File: config.mk
export PLATFORM = sky130hd
export DESIGN_NAME = regfile_wb_arbiter
export DESIGN_NICKNAME = d
export VERILOG_FILES = /design/src/rtl/regfile_ctrl_pkg.sv /design/src/rtl/rr_arbiter.sv /design/src/rtl/regfile_wb_arbiter.sv
export SDC_FILE = /design/constraint.sdc
export NUM_CORES = 1
export LEC_CHECK = 0
export ABC_AREA = 1
export BUFFER_PORTS_ARGS = -buffer_cell sky130_fd_sc_hd__clkbuf_2
export CORE_MARGIN = 4
export CORE_UTILIZATION = 41
export DETAILED_ROUTE_END_ITERATION = 16
export PLACE_DENSITY = 0.89
export SKIP_CTS_REPAIR_TIMING = 1
export SYNTH_ARGS = -nofsm -noshare
export SYNTH_HDL_FRONTEND = slang
export SYNTH_SLANG_ARGS = --single-unit
File: constraint.sdc
create_clock -name CLK -period 1.7 [get_ports CLK]
set_input_delay 0.255 -clock CLK [delete_from_list [all_inputs] [get_ports CLK]]
set_output_delay 0.255 -clock CLK [all_outputs]
set_load 0.05 [all_outputs]
File: src/rtl/regfile_ctrl_pkg.sv
// Shared definitions for the register-file writeback path.
// Contents: default address/data widths, the x0 register index, and the
// address/data typedefs used by blocks that talk to the register file.
package regfile_ctrl_pkg;

  localparam int unsigned DEF_AW = 5;
  localparam int unsigned DEF_DW = 32;

  // Architectural zero register; writes to it are dropped.
  localparam logic [DEF_AW-1:0] REG_ZERO = 5'd0;

  typedef logic [DEF_AW-1:0] reg_addr_t;
  typedef logic [DEF_DW-1:0] reg_data_t;

endpackage

File: src/rtl/rr_arbiter.sv
// Combinational round-robin arbiter.
// Ports:
//   req  in  N   request vector
//   ptr  in  PW  highest-priority index this cycle (must be < N)
//   en   in  1   grant enable; gnt is all-zero while low
//   gnt  out N   one-hot grant (all-zero when no request or disabled)
// Search order is ptr, ptr+1, ..., N-1, 0, ..., ptr-1.
module rr_arbiter #(
  parameter int unsigned N = 3,
  localparam int unsigned PW = (N > 1) ? $clog2(N) : 1
) (
  input  logic [N-1:0]  req,
  input  logic [PW-1:0] ptr,
  input  logic          en,
  output logic [N-1:0]  gnt
);

  logic w_found;

  always_comb begin
    gnt     = '0;
    w_found = 1'b0;
    if (en) begin
      // Upper segment [ptr, N-1] has priority over the wrapped segment [0, ptr-1].
      for (int i = 0; i < int'(N); i++) begin
        if (!w_found && req[i] && (i >= int'(ptr))) begin
          gnt[i]  = 1'b1;
          w_found = 1'b1;
        end
      end
      for (int i = 0; i < int'(N); i++) begin
        if (!w_found && req[i] && (i < int'(ptr))) begin
          gnt[i]  = 1'b1;
          w_found = 1'b1;
        end
      end
    end
  end

endmodule

File: src/rtl/regfile_wb_arbiter.sv
// Writeback arbiter: shares the register file's single write port among
// NREQ writeback requesters with round-robin grant and valid/ready handshakes.
// The winning write appears on WE3/A3/WD3 exactly one cycle after the handshake.
// Writes to x0 are accepted but never enable the port and are not counted.
// Ports:
//   CLK         in   clock
//   rst         in   synchronous active-high reset
//   wb_stall    in   pipeline freeze; blocks new grants only
//   req_valid   in   NREQ     per-requester write pending
//   req_addr    in   NREQ*AW  per-requester destination, [i*AW +: AW]
//   req_data    in   NREQ*DW  per-requester data, [i*DW +: DW]
//   req_ready   out  NREQ     one-hot grant (combinational)
//   WE3/A3/WD3  out           registered regfile write port
//   commit_cnt  out  CW       wrapping count of non-x0 writes issued
// Optional feature (macro REGFILE_WB_FWD_EN): adds rd_a1/rd_a2, rf_rd1/rf_rd2
// and fwd_rd1/fwd_rd2, a combinational bypass of the in-flight write onto
// the two read ports.
module regfile_wb_arbiter
  import regfile_ctrl_pkg::*;
#(
  parameter int unsigned NREQ = 3,
  parameter int unsigned AW   = DEF_AW,
  parameter int unsigned DW   = DEF_DW,
  parameter int unsigned CW   = 16
) (
  input  logic               CLK,
  input  logic               rst,
  input  logic               wb_stall,
  input  logic [NREQ-1:0]    req_valid,
  input  logic [NREQ*AW-1:0] req_addr,
  input  logic [NREQ*DW-1:0] req_data,
  output logic [NREQ-1:0]    req_ready,
`ifdef REGFILE_WB_FWD_EN
  input  logic [AW-1:0]      rd_a1,
  input  logic [AW-1:0]      rd_a2,
  input  logic [DW-1:0]      rf_rd1,
  input  logic [DW-1:0]      rf_rd2,
  output logic [DW-1:0]      fwd_rd1,
  output logic [DW-1:0]      fwd_rd2,
`endif
  output logic               WE3,
  output logic [AW-1:0]      A3,
  output logic [DW-1:0]      WD3,
  output logic [CW-1:0]      commit_cnt
);

  localparam int unsigned PW = $clog2(NREQ);
  localparam logic [AW-1:0] ZeroAddr = AW'(REG_ZERO);

  logic [PW-1:0]   r_rr_ptr;
  logic            r_we3;
  logic [AW-1:0]   r_a3;
  logic [DW-1:0]   r_wd3;
  logic [CW-1:0]   r_commit_cnt;

  logic [NREQ-1:0] w_gnt;
  logic            w_accept;
  logic [PW-1:0]   w_gnt_idx;
  logic [AW-1:0]   w_gnt_addr;
  logic [DW-1:0]   w_gnt_data;
  logic            w_gnt_nz;
  logic [PW-1:0]   w_ptr_nxt;

  rr_arbiter #(
    .N (NREQ)
  ) u_rr_arbiter (
    .req (req_valid),
    .ptr (r_rr_ptr),
    .en  (!rst && !wb_stall),
    .gnt (w_gnt)
  );

  // Grant is a subset of valid, so any grant bit is a completed handshake.
  assign w_accept  = |w_gnt;
  assign req_ready = w_gnt;

  always_comb begin
    w_gnt_idx  = '0;
    w_gnt_addr = '0;
    w_gnt_data = '0;
    for (int i = 0; i < int'(NREQ); i++) begin
      if (w_gnt[i]) begin
        w_gnt_idx  = PW'(i);
        w_gnt_addr = req_addr[i*AW +: AW];
        w_gnt_data = req_data[i*DW +: DW];
      end
    end
  end

  assign w_gnt_nz  = (w_gnt_addr != ZeroAddr);
  assign w_ptr_nxt = (w_gnt_idx == PW'(NREQ - 1)) ? '0 : w_gnt_idx + PW'(1);

  always_ff @(posedge CLK) begin
    if (rst) begin
      r_we3        <= 1'b0;
      r_a3         <= '0;
      r_wd3        <= '0;
      r_commit_cnt <= '0;
      r_rr_ptr     <= '0;
    end else if (w_accept) begin
      r_we3    <= w_gnt_nz;
      r_a3     <= w_gnt_addr;
      r_wd3    <= w_gnt_data;
      r_rr_ptr <= w_ptr_nxt;
      if (w_gnt_nz) begin
        r_commit_cnt <= r_commit_cnt + CW'(1);
      end
    end else begin
      // Address/data hold so the port stays quiet between writes.
      r_we3 <= 1'b0;
    end
  end

  assign WE3        = r_we3;
  assign A3         = r_a3;
  assign WD3        = r_wd3;
  assign commit_cnt = r_commit_cnt;

`ifdef REGFILE_WB_FWD_EN
  logic w_hit1;
  logic w_hit2;

  assign w_hit1  = r_we3 && (r_a3 == rd_a1) && (r_a3 != ZeroAddr);
  assign w_hit2  = r_we3 && (r_a3 == rd_a2) && (r_a3 != ZeroAddr);
  assign fwd_rd1 = w_hit1 ? r_wd3 : rf_rd1;
  assign fwd_rd2 = w_hit2 ? r_wd3 : rf_rd2;
`endif

endmodule

Yosys cells after proc, flatten, opt, wreduce, memory -nomap -nowiden
Cells that the tools add are included.
{"block": "word_totals", "register_bits": 56, "latch_bits": 0, "ramBits": 0, "romBits": 0, "out_inout_bits": 57, "word_cells": 63, "n_memories": 0}
{"block": "op_classes", "addsub": 2, "mul": 0, "div_mod_pow": 0, "magnitude_cmp": 6, "n_eq_ne": 1, "shift": 0, "muxes": 25, "n_bitwise": 1, "reduce_logical": 23}
{"cell": "$mux W32", "n": 3}
{"cell": "$add A16 B1 Y16 const B", "n": 1}
{"cell": "$mux W1", "n": 16}
{"cell": "$mux W5", "n": 3}
{"cell": "$logic_and A1 B1 Y1", "n": 12}
{"cell": "$logic_not A1 Y1", "n": 7}
{"cell": "$reduce_bool A5 Y1", "n": 1}
{"cell": "$ge A1 B2 Y1 const A", "n": 2}
{"cell": "$lt A1 B2 Y1 const A", "n": 2}
{"cell": "$mux W2", "n": 2}
{"cell": "$mux W3", "n": 1}
{"cell": "$reduce_or A3 Y1", "n": 1}
{"cell": "$add A2 B1 Y2 const B", "n": 1}
{"cell": "$eq A2 B2 Y1 const B", "n": 1}
{"cell": "$ge A2 B2 Y1 const A", "n": 1}
{"cell": "$lt A2 B2 Y1 const A", "n": 1}
{"cell": "$reduce_and A2 Y1", "n": 1}
{"cell": "$reduce_or A2 Y1", "n": 1}
{"cell": "$not A1 Y1", "n": 1}

Longest topological paths before layout
Gate-level depths: netlist (run 1).
{"block": "logic_depth", "word_depth": 34, "depth_mapped": 14, "ltp_nobuf": 14}

Modules after synthesis
From an unflattened synthesis (run 1), not the netlist that was laid out.
{"block": "unflattened", "cells_unflattened": 456, "area_unflattened_um2": 3165.5}
{"mod": "regfile_wb_arbiter", "instances": 1, "cells_each": 433, "area_each_um2": 3070.4, "seq_area_each_um2": 1121.1}
{"mod": "rr_arbiter", "instances": 1, "cells_each": 23, "area_each_um2": 95.1, "seq_area_each_um2": 0.0}

Worst setup path after synthesis (run 1)
No wires, ideal clock.
{"block": "synth_timing", "path_kind": "input to register", "from": "input rst", "to": "register r_wd3[23] (netlist: WD3[23])", "setup_ns": 0.077, "arrival_time_ns": 1.808, "t_required_ns": 1.623, "slack_ns": -0.185, "stages": 9, "path_buffers": 2, "cell_sequence": "buf_4 > inv_2 > nand2_2 > nor2_2 > nand2_4 > inv_4 > clkbuf_1 > nand2_1 > a41oi_2"}
{"block": "synth_between", "elab_chain_len": 6, "word_cells_on_any_way": 7, "classes_between": "mux: 4; reduce/logical: 3"}
{"element": "from (decl)", "line": "regfile_wb_arbiter.sv:27", "rtl": "input logic rst,"}
{"element": "$logic_not A1 Y1 (*)", "line": "regfile_wb_arbiter.sv:69", "rtl": ".en (!rst && !wb_stall),"}
{"element": "$logic_and A1 B1 Y1 (*)", "line": "regfile_wb_arbiter.sv:69"}
{"element": "$mux W3 (*)", "line": "rr_arbiter.sv:23", "rtl": "if (en) begin"}
{"element": "net req_ready[0]", "line": "regfile_wb_arbiter.sv:32", "rtl": "output logic [NREQ-1:0] req_ready,"}
{"element": "$mux W32 (3 in a row)", "line": "regfile_wb_arbiter.sv:82", "rtl": "if (w_gnt[i]) begin"}
{"element": "to (signal assigned)", "line": "regfile_wb_arbiter.sv:103", "rtl": "r_wd3 <= w_gnt_data;"}
{"element": "to (decl)", "line": "regfile_wb_arbiter.sv:53", "rtl": "logic [DW-1:0] r_wd3;"}
The timed path passes the listed nets; every way through them passes the cells marked *.
A chain may end at the register's enable or synchronous reset.

Final worst setup path (run 1)
{"block": "layout_timing", "from": "register r_rr_ptr[1]", "to": "output req_ready[2]"}
{"block": "layout_between", "elab_chain_len": 29, "word_cells_on_any_way": 35, "classes_between": "order compare: 6; mux: 13; reduce/logical: 16"}
{"element": "from (decl)", "line": "regfile_wb_arbiter.sv:50", "rtl": "logic [PW-1:0] r_rr_ptr;"}
{"element": "from (signal assigned)", "line": "regfile_wb_arbiter.sv:104", "rtl": "r_rr_ptr <= w_ptr_nxt;"}
{"element": "$ge A1 B2 Y1", "line": "rr_arbiter.sv:26", "rtl": "if (!w_found && req[i] && (i >= int'(ptr))) begin"}
{"element": "$logic_and A1 B1 Y1", "line": "rr_arbiter.sv:26"}
{"element": "$mux W1", "line": "rr_arbiter.sv:26"}
{"element": "$mux W1", "line": "rr_arbiter.sv:23"}
{"element": "$logic_not A1 Y1", "line": "rr_arbiter.sv:26"}
{"element": "$logic_and A1 B1 Y1 (2 in a row)", "line": "rr_arbiter.sv:26"}
{"element": "$mux W1", "line": "rr_arbiter.sv:26"}
{"element": "$mux W1", "line": "rr_arbiter.sv:23"}
{"element": "[10 not listed]"}
{"element": "$logic_not A1 Y1", "line": "rr_arbiter.sv:32", "rtl": "if (!w_found && req[i] && (i < int'(ptr))) begin"}
{"element": "$logic_and A1 B1 Y1 (2 in a row)", "line": "rr_arbiter.sv:32"}
{"element": "$mux W1", "line": "rr_arbiter.sv:32"}
{"element": "$mux W1", "line": "rr_arbiter.sv:23"}
{"element": "$logic_not A1 Y1", "line": "rr_arbiter.sv:32"}
{"element": "$logic_and A1 B1 Y1 (2 in a row)", "line": "rr_arbiter.sv:32"}
{"element": "$mux W1 (*)", "line": "rr_arbiter.sv:32"}
{"element": "$mux W3 (*)", "line": "rr_arbiter.sv:23"}
{"element": "to (decl)", "line": "regfile_wb_arbiter.sv:32"}
Every way passes the cells marked *; elsewhere a longest branch is shown, timed or not. The select of a mux whose other input is x is not followed.

==> results of run 1 <==
-- stage by stage --
stage	setup TNS, ns	setup WS (ns)	utilization [%]	instance area, sq um
after CTS	-2.07	-0.315	57.9	4270
final	-1.80	-0.120	65.0	4790
after floorplan	0	0.0170	-	3160
after detailed placement	-0.926	-0.0632	56.6	4170
after global placement	0	0.0323	56.6	4170
after global routing	-6.94	-0.188	65.0	4790
-- registers in the layout (all words and copies together) (netlist names) --
name        flops
A3              5
WD3            32
WE3             1
commit_cnt     16
r_rr_ptr        2
-- cell type report --
class                           instances  area, sq um  area share, %
Sequential cell                        56         1130           23.5
Tap cell                               99          124           2.58
Inverter                               31          136           2.85
Clock buffer                            6         82.6           1.72
Clock inverter                          2         15.0          0.313
Timing Repair Buffer                  212         1310           27.2
Multi-Input combinational cell        327         2000           41.8
-- report_power, final --
part           leakage, nW  switching (mW)  total (mW)  internal (mW)
sequential           0.458          0.0535        1.44           1.39
clock               0.0434           0.454       0.785          0.331
combinational         1.65           0.675        1.04          0.368
-- tightest hold or removal path: stages --
cell      delay (ns)
clkbuf_2        0.08
nand2_1         0.05
a41oi_1         0.10
-- layer usage --
metal	routed length [um]	GRT usage (%)	part of all wire (%)	vias up
li1	-	-	-	1832
met1	4180	24.1	35	1806
met2	6070	38.0	51	248
met5	0	0	0	-
met4	391	8.65	3.3	0
met3	1170	5.86	9.9	42
-- placed cells by master, fill, tap and decap left out, drive strengths merged, types with 4 or more instances in the layout --
cell type and n:
a21oi 20, a41oi 32, buf 39, clkbuf 179, dfxtp 56, inv 31
nand2 185, nand3 41, nor2 24, nor3 4, xnor2 7, xor2 7
-- worst max-delay path by stage --
stage / start / endpoint / slack [ns] / depth (start not counted)
final: r_rr_ptr[1] / req_ready[2] / -0.12 / 9
after global routing: r_rr_ptr[1] / req_ready[2] / -0.19 / 9
after CTS: r_rr_ptr[1] / req_ready[1] / -0.31 / 8
after detailed placement: r_rr_ptr[1] / commit_cnt[3] / -0.06 / 13
after global placement: r_rr_ptr[1] / commit_cnt[2] / 0.03 / 12
after floorplan: commit_cnt[0] / commit_cnt[12] / 0.02 / 7
-- logic make-up after synthesis --
group                      synth area share [%]
and+or+nand+nor                            37.7
adders and majority gates                 0.396
DFF                                        35.5
xor gates and xnor gates                   3.88
buffers and inverters                      8.47
AOI/OAI and AO/OA                          14.1
==> results.md, run 1 <==
- Outcome: finished with violations
- Failing checks: setup timing
- Cell mode on critical path: nand2_4
- Top-area cell type share of the netlist area: 35.5%
- Seq/Total Area, Yosys: 35.5%
- DRT Pass-1 Iters: 5
- Most frequent cell after synthesis: nand2_1
- Synth cell count leaders: nand2_1 (175), dfxtp_1 (56), nand3_1 (31), a41oi_1 (26), inv_1 (26)
- GRT overflow: 0
- Vias after detailed routing: a little under 4,000
- Placed wire-length estimate: 7990 um
- # rows: 31
- Final hold vios: 0
- Final setup margin: -0.120 ns
- Die width: roughly 96 um
- CTS clk-pin slew, worst paths: 0.11 ns
- R2R Setup Slk: -0.11 ns
- Crit-path slowest cell: dfxtp_4
- Core area: 0.00737 sq mm
- Number of max-cap violations: 0
- Largest net degree at the start of global routing: 53
- PortBufs: 173
- CP Launch Type: flop
- Cells along the critical path: nand2_4 -> nand2_4 -> inv_2 -> nand3_2 -> nand2_4 -> nand2_8 -> inv_6 -> buf_12 -> buf_12
- Final Max Slew Viols: 0
- Syn avg cell area: 7.27 sq um
- Antenna-violating nets left: 0
- Final nets: 751
- Max Root-Sink Buffers: 2
- Period minus WS final: between 1.5 and 2 ns
- Starting Density: 42.9%
- Placed cell count: 695
- CP max FO: 6
- Worst hold path endpoint: WD3[16]
- EDFF count, synth: 0
- Synthesis-stage register bit count: 56
- Detailed-route vias per instance: 5.36
- Leak: approximately 2.2 nW
- Hold path startpoint: req_data[48]
- Final Power: roughly 3.3 mW
- Routed wire length: 11,800 um
- CTS tree: done
- Slowest stage delay, CP: 0.39 ns
- Top delay family on crit path: simple AND/OR/NAND/NOR gates
- Final Non-Filler Cells: 733
- GRT Total Usage: 21.4%
- Tcrit/Tclk final: 107%
- I/O pin cnt: about 170
- Num CTS Buffers: 5
- Num Clock Sinks: 56
- Main area contributors after synthesis: dfxtp_1 (35%), nand2_1 (21%), a41oi_1 (7.2%)
- Ys Warns: 0
- Hold path depth: 3
- Fill count: between 600 and 700
- Total die area: 0.00918 sq mm
- Worst EP required: about 1.4 ns
- Crit end category: output port
- Reg-to-Reg End: commit_cnt[15]
- Drc violations: 0
- Hold Path Class: primary input to flop
- Final Setup Violations: 34
- Post-synth ARST share: 0%
- Synth Instances: 435
- Worst Path Arrival: 1.57 ns
- Synth Net Count: 553
- R2R depth: 12
- Power per cell area: about 680 mW/mm^2
- First-pass GRT wire length: 15,500 um
- Worst-Margin Slew: 0.661 ns
- Initial antenna violation count: 0
- Die H: 95.8 um
- Vias in the first global route: 3,552
- Final hold slack: 0.220 ns
- Clk_skew: 0.00737 ns
- Max-slew headroom: 55.9%
- Clock latency on the worst-skew pair: 0.31 ns
- Synth Flop Type: dfxtp_1
- Max IR drop VDD: approximately 400 uV
- Wire per inst: 16.1 um
- F_max: 0.549 GHz
- Area leader, netlist: dfxtp_1
- Cell area after synthesis: 0.00316 sq mm
- Number of diodes: 0
- RSZ-0062 raised after global routing: true
- Routability cong.: 0.949
- CP bufs+invs: 4
- Root Driver: clkbuf_8
- Reg-to-Reg Start: r_rr_ptr[1]
- Layout cells sized above 1: 47.6%
- 1st-iter DRT viols: between 150 and 200
- Crit Path Class: flop to output port
- Area Growth Syn to Fin: 51.6%
- Synth unique cells: 32
- H-tree levels: 2
Note: power is estimated with default switching activity, not from simulation.
==> run 2: changes to the inputs <==
- ABC_AREA: 1 -> 0
- CORE_UTILIZATION: 41 -> 40
- PLACE_DENSITY: 0.89 -> 0.88
==> results.md, run 2 <==
- Outcome: finished with violations
- Failing checks: setup timing
- Final hold vios: 0
- Crit end category: flop
- GRT overflow: 0
- Starting Density: 41.5%
- Worst hold path endpoint: WD3[31]
- Area leader, netlist: dfxtp_1
- Drc violations: 0
- Num Clock Sinks: 56
- Placed wire-length estimate: 8400 um
- Ys Warns: 0
- CTS tree: done
- Layout cells sized above 1: slightly below 60%
- Tcrit/Tclk final: 130%
- Detailed-route vias per instance: between 5 and 6
- Worst Path Arrival: 2.42 ns
- Leading cell type in the layout, fill and taps excluded: clkbuf_2
- First-pass GRT wire length: 16,900 um
- Fill count: 578
- Area occupied by multi-input gates: 0.00213 sq mm
- Hold Path Class: primary input to flop
- Die width: 95.0 um
- Reg area: 0.00113 sq mm
- Post-synth ARST share: 0%
- Synth cell count leaders: dfxtp_1 (56), nor2_1 (55), a21oi_1 (42), nor3_1 (35), a221o_1 (33)
- PortBufs: 173
- GRT Total Usage: 23.6%
- 1st-iter DRT viols: 178
- Largest net degree at the start of global routing: 61
- Antenna-violating nets left: 0
- Routed wire length: 12,300 um
- Die H: roughly 95 um
- R2R depth: 7
- Vias in the first global route: roughly 3,600
- TNS Setup: -16.94 ns
- CTS clk-pin slew, worst paths: 0.11 ns
- Main area contributors after synthesis: dfxtp_1 (37%), a221o_1 (11%), a21oi_1 (7.0%)
- Worst-Margin Slew: 0.652 ns
- Fin util: 70.8%
- Number of max-cap violations: 0
- Vias after detailed routing: 3,745
- Highest-count cells in the layout ignoring fill and taps: clkbuf_2 (170), dfxtp_1 (51), nor2_1 (50)
- Synth Net Count: around 480
- R2R Setup Slk: -0.51 ns
- # rows: 31
- EDFF count, synth: 0
- Synthesis-stage register bit count: between 50 and 60
- Reg-to-Reg Start: r_rr_ptr[0]
- Max-slew headroom: 56.5%
- Power per cell area: 685 mW/mm^2
- Final Setup Violations: 55
- Clk_skew: 0.00991 ns
- Max IR drop VDD: 476 uV
- Synth unique cells: 47
- Final Max Slew Viols: 0
- Seq/Total Area, Yosys: 37.1%
- I/O pin cnt: 174
- Area Growth Syn to Fin: 70.7%
- Wire per inst: 18.1 um
- Max Root-Sink Buffers: 2
- Most frequent cell after synthesis: dfxtp_1
- Top-area cell type share of the netlist area: 37.1%
- Leak: ~2.3 nW
- Clock latency on the worst-skew pair: 0.31 ns
- Post-synthesis compound-gate area fraction: between 20% and 30%
- Hold path startpoint: req_data[31]
- Final setup margin: -0.509 ns
- Syn avg cell area: about 8.4 sq um
- Synth Flop Type: dfxtp_1
- Num CTS Buffers: 5
- Synth Instances: 361
- Routability cong.: 0.858
- Number of diodes: 0
- Cell area after synthesis: between 0.003 and 0.004 sq mm
- Synth Area in XOR/XNOR: 0%
- DRT Pass-1 Iters: 4
- Mux cell area share after synthesis: 6.66%
- Max reg flops: 32
- Adder-Cell Fraction of Synth Area: 0.414%
- H-tree levels: 2
- Main combinational cell family by area after synthesis: compound AO/OA/AOI/OAI gates
- Crit Path Class: flop to flop
- Hold path depth: 3
- Initial antenna violation count: 0
- Reg-to-Reg End: commit_cnt[14]
- RSZ-0062 raised after global routing: true
- Final nets: approximately 700
- Core area: 0.00729 sq mm
- CP max FO: 8
- Root Driver: clkbuf_8
- Worst EP required: 1.91 ns
- F_max: 0.453 GHz
- Simple-gate portion of the synthesized area: a little over a fifth
- Total die area: 0.00902 sq mm
- CP Launch Type: flop
- Period minus WS final: 2.21 ns
## run 2: changes by cell type after synthesis, sizes merged, moves of 10 or more
| cell | change |
|---|---|
| nor3 | +31 |
| a41oi | -32 |
| mux2 | +10 |
| a21oi | +27 |
| nor2b | +10 |
| nand3 | -33 |
| nand2 | -166 |
| inv | -27 |
| nor2 | +32 |
| a221o | +33 |
| clkbuf | +11 |
## run 2: stage by stage
stage / setup slack [ns] / hold slack [ns] / power [mW] / instances / area (sq um)
3_5_place_dp: -0.569 / 0.461 / 2.47 / 653 / 4450
4_1_cts: -0.583 / 0.174 / 3.38 / 661 / 4560
3_3_place_gp: -0.523 / 0.446 / 2.45 / 653 / 4450
2_1_floorplan: -0.406 / 0.394 / 2.10 / 361 / 3180
6_report: -0.509 / 0.181 / 3.54 / 679 / 5160
5_1_grt: -0.536 / 0.180 / 3.70 / 679 / 5160
## run 2: layout make-up
| class | count | share of cell area [%] |
|---|---|---|
| inverter | 4 | 0.291 |
| clock buffer | 5 | 1.33 |
| multi-input combinational | 268 | 41.2 |
| clock inverter | 3 | 0.897 |
| timing repair buffer | 244 | 31.9 |
| tap | 99 | 2.40 |
| sequential | 56 | 21.9 |
## run 2: report_power, final
group	leakage [nW]	total, mW	internal (mW)	switching (mW)
clock	0.0600	0.911	0.447	0.464
combinational	1.78	1.20	0.477	0.719
sequential	0.462	1.43	1.39	0.0452
## run 2: worst max-delay path by stage
stage          slack [ns]             end  cells after the start   startpoint
2_1_floorplan       -0.41  commit_cnt[10]                      6  r_rr_ptr[0]
3_3_place_gp        -0.52  commit_cnt[15]                      7  r_rr_ptr[1]
3_5_place_dp        -0.57  commit_cnt[14]                      7  r_rr_ptr[1]
4_1_cts             -0.58  commit_cnt[10]                      6  r_rr_ptr[1]
5_1_grt             -0.54   commit_cnt[8]                      8  r_rr_ptr[0]
6_report            -0.51  commit_cnt[14]                      7  r_rr_ptr[0]
## run 2: cell families after synthesis
logic type	Yosys count
compound gates	111
fa+ha+maj	1
mux	17
buf+inv	37
simple gates	139
flops	56
## run 2: critical path: stages, from the launching register on
cell and delay [ns]:
dfxtp_4 0.38, nor3b_4 0.16, o31a_1 0.32, a221o_1 0.40
o21ai_4 0.32, buf_6 0.18, a21oi_4 0.05, mux2_4 0.29
## run 2: layer usage
metal  global-route usage, %  up-vias  wire length, um
met5                       0        -                0
met4                    7.21        0              342
met3                    7.57       31             1050
met2                    42.7      183             6490
met1                    26.0     1756             4400
li1                        -     1775                -
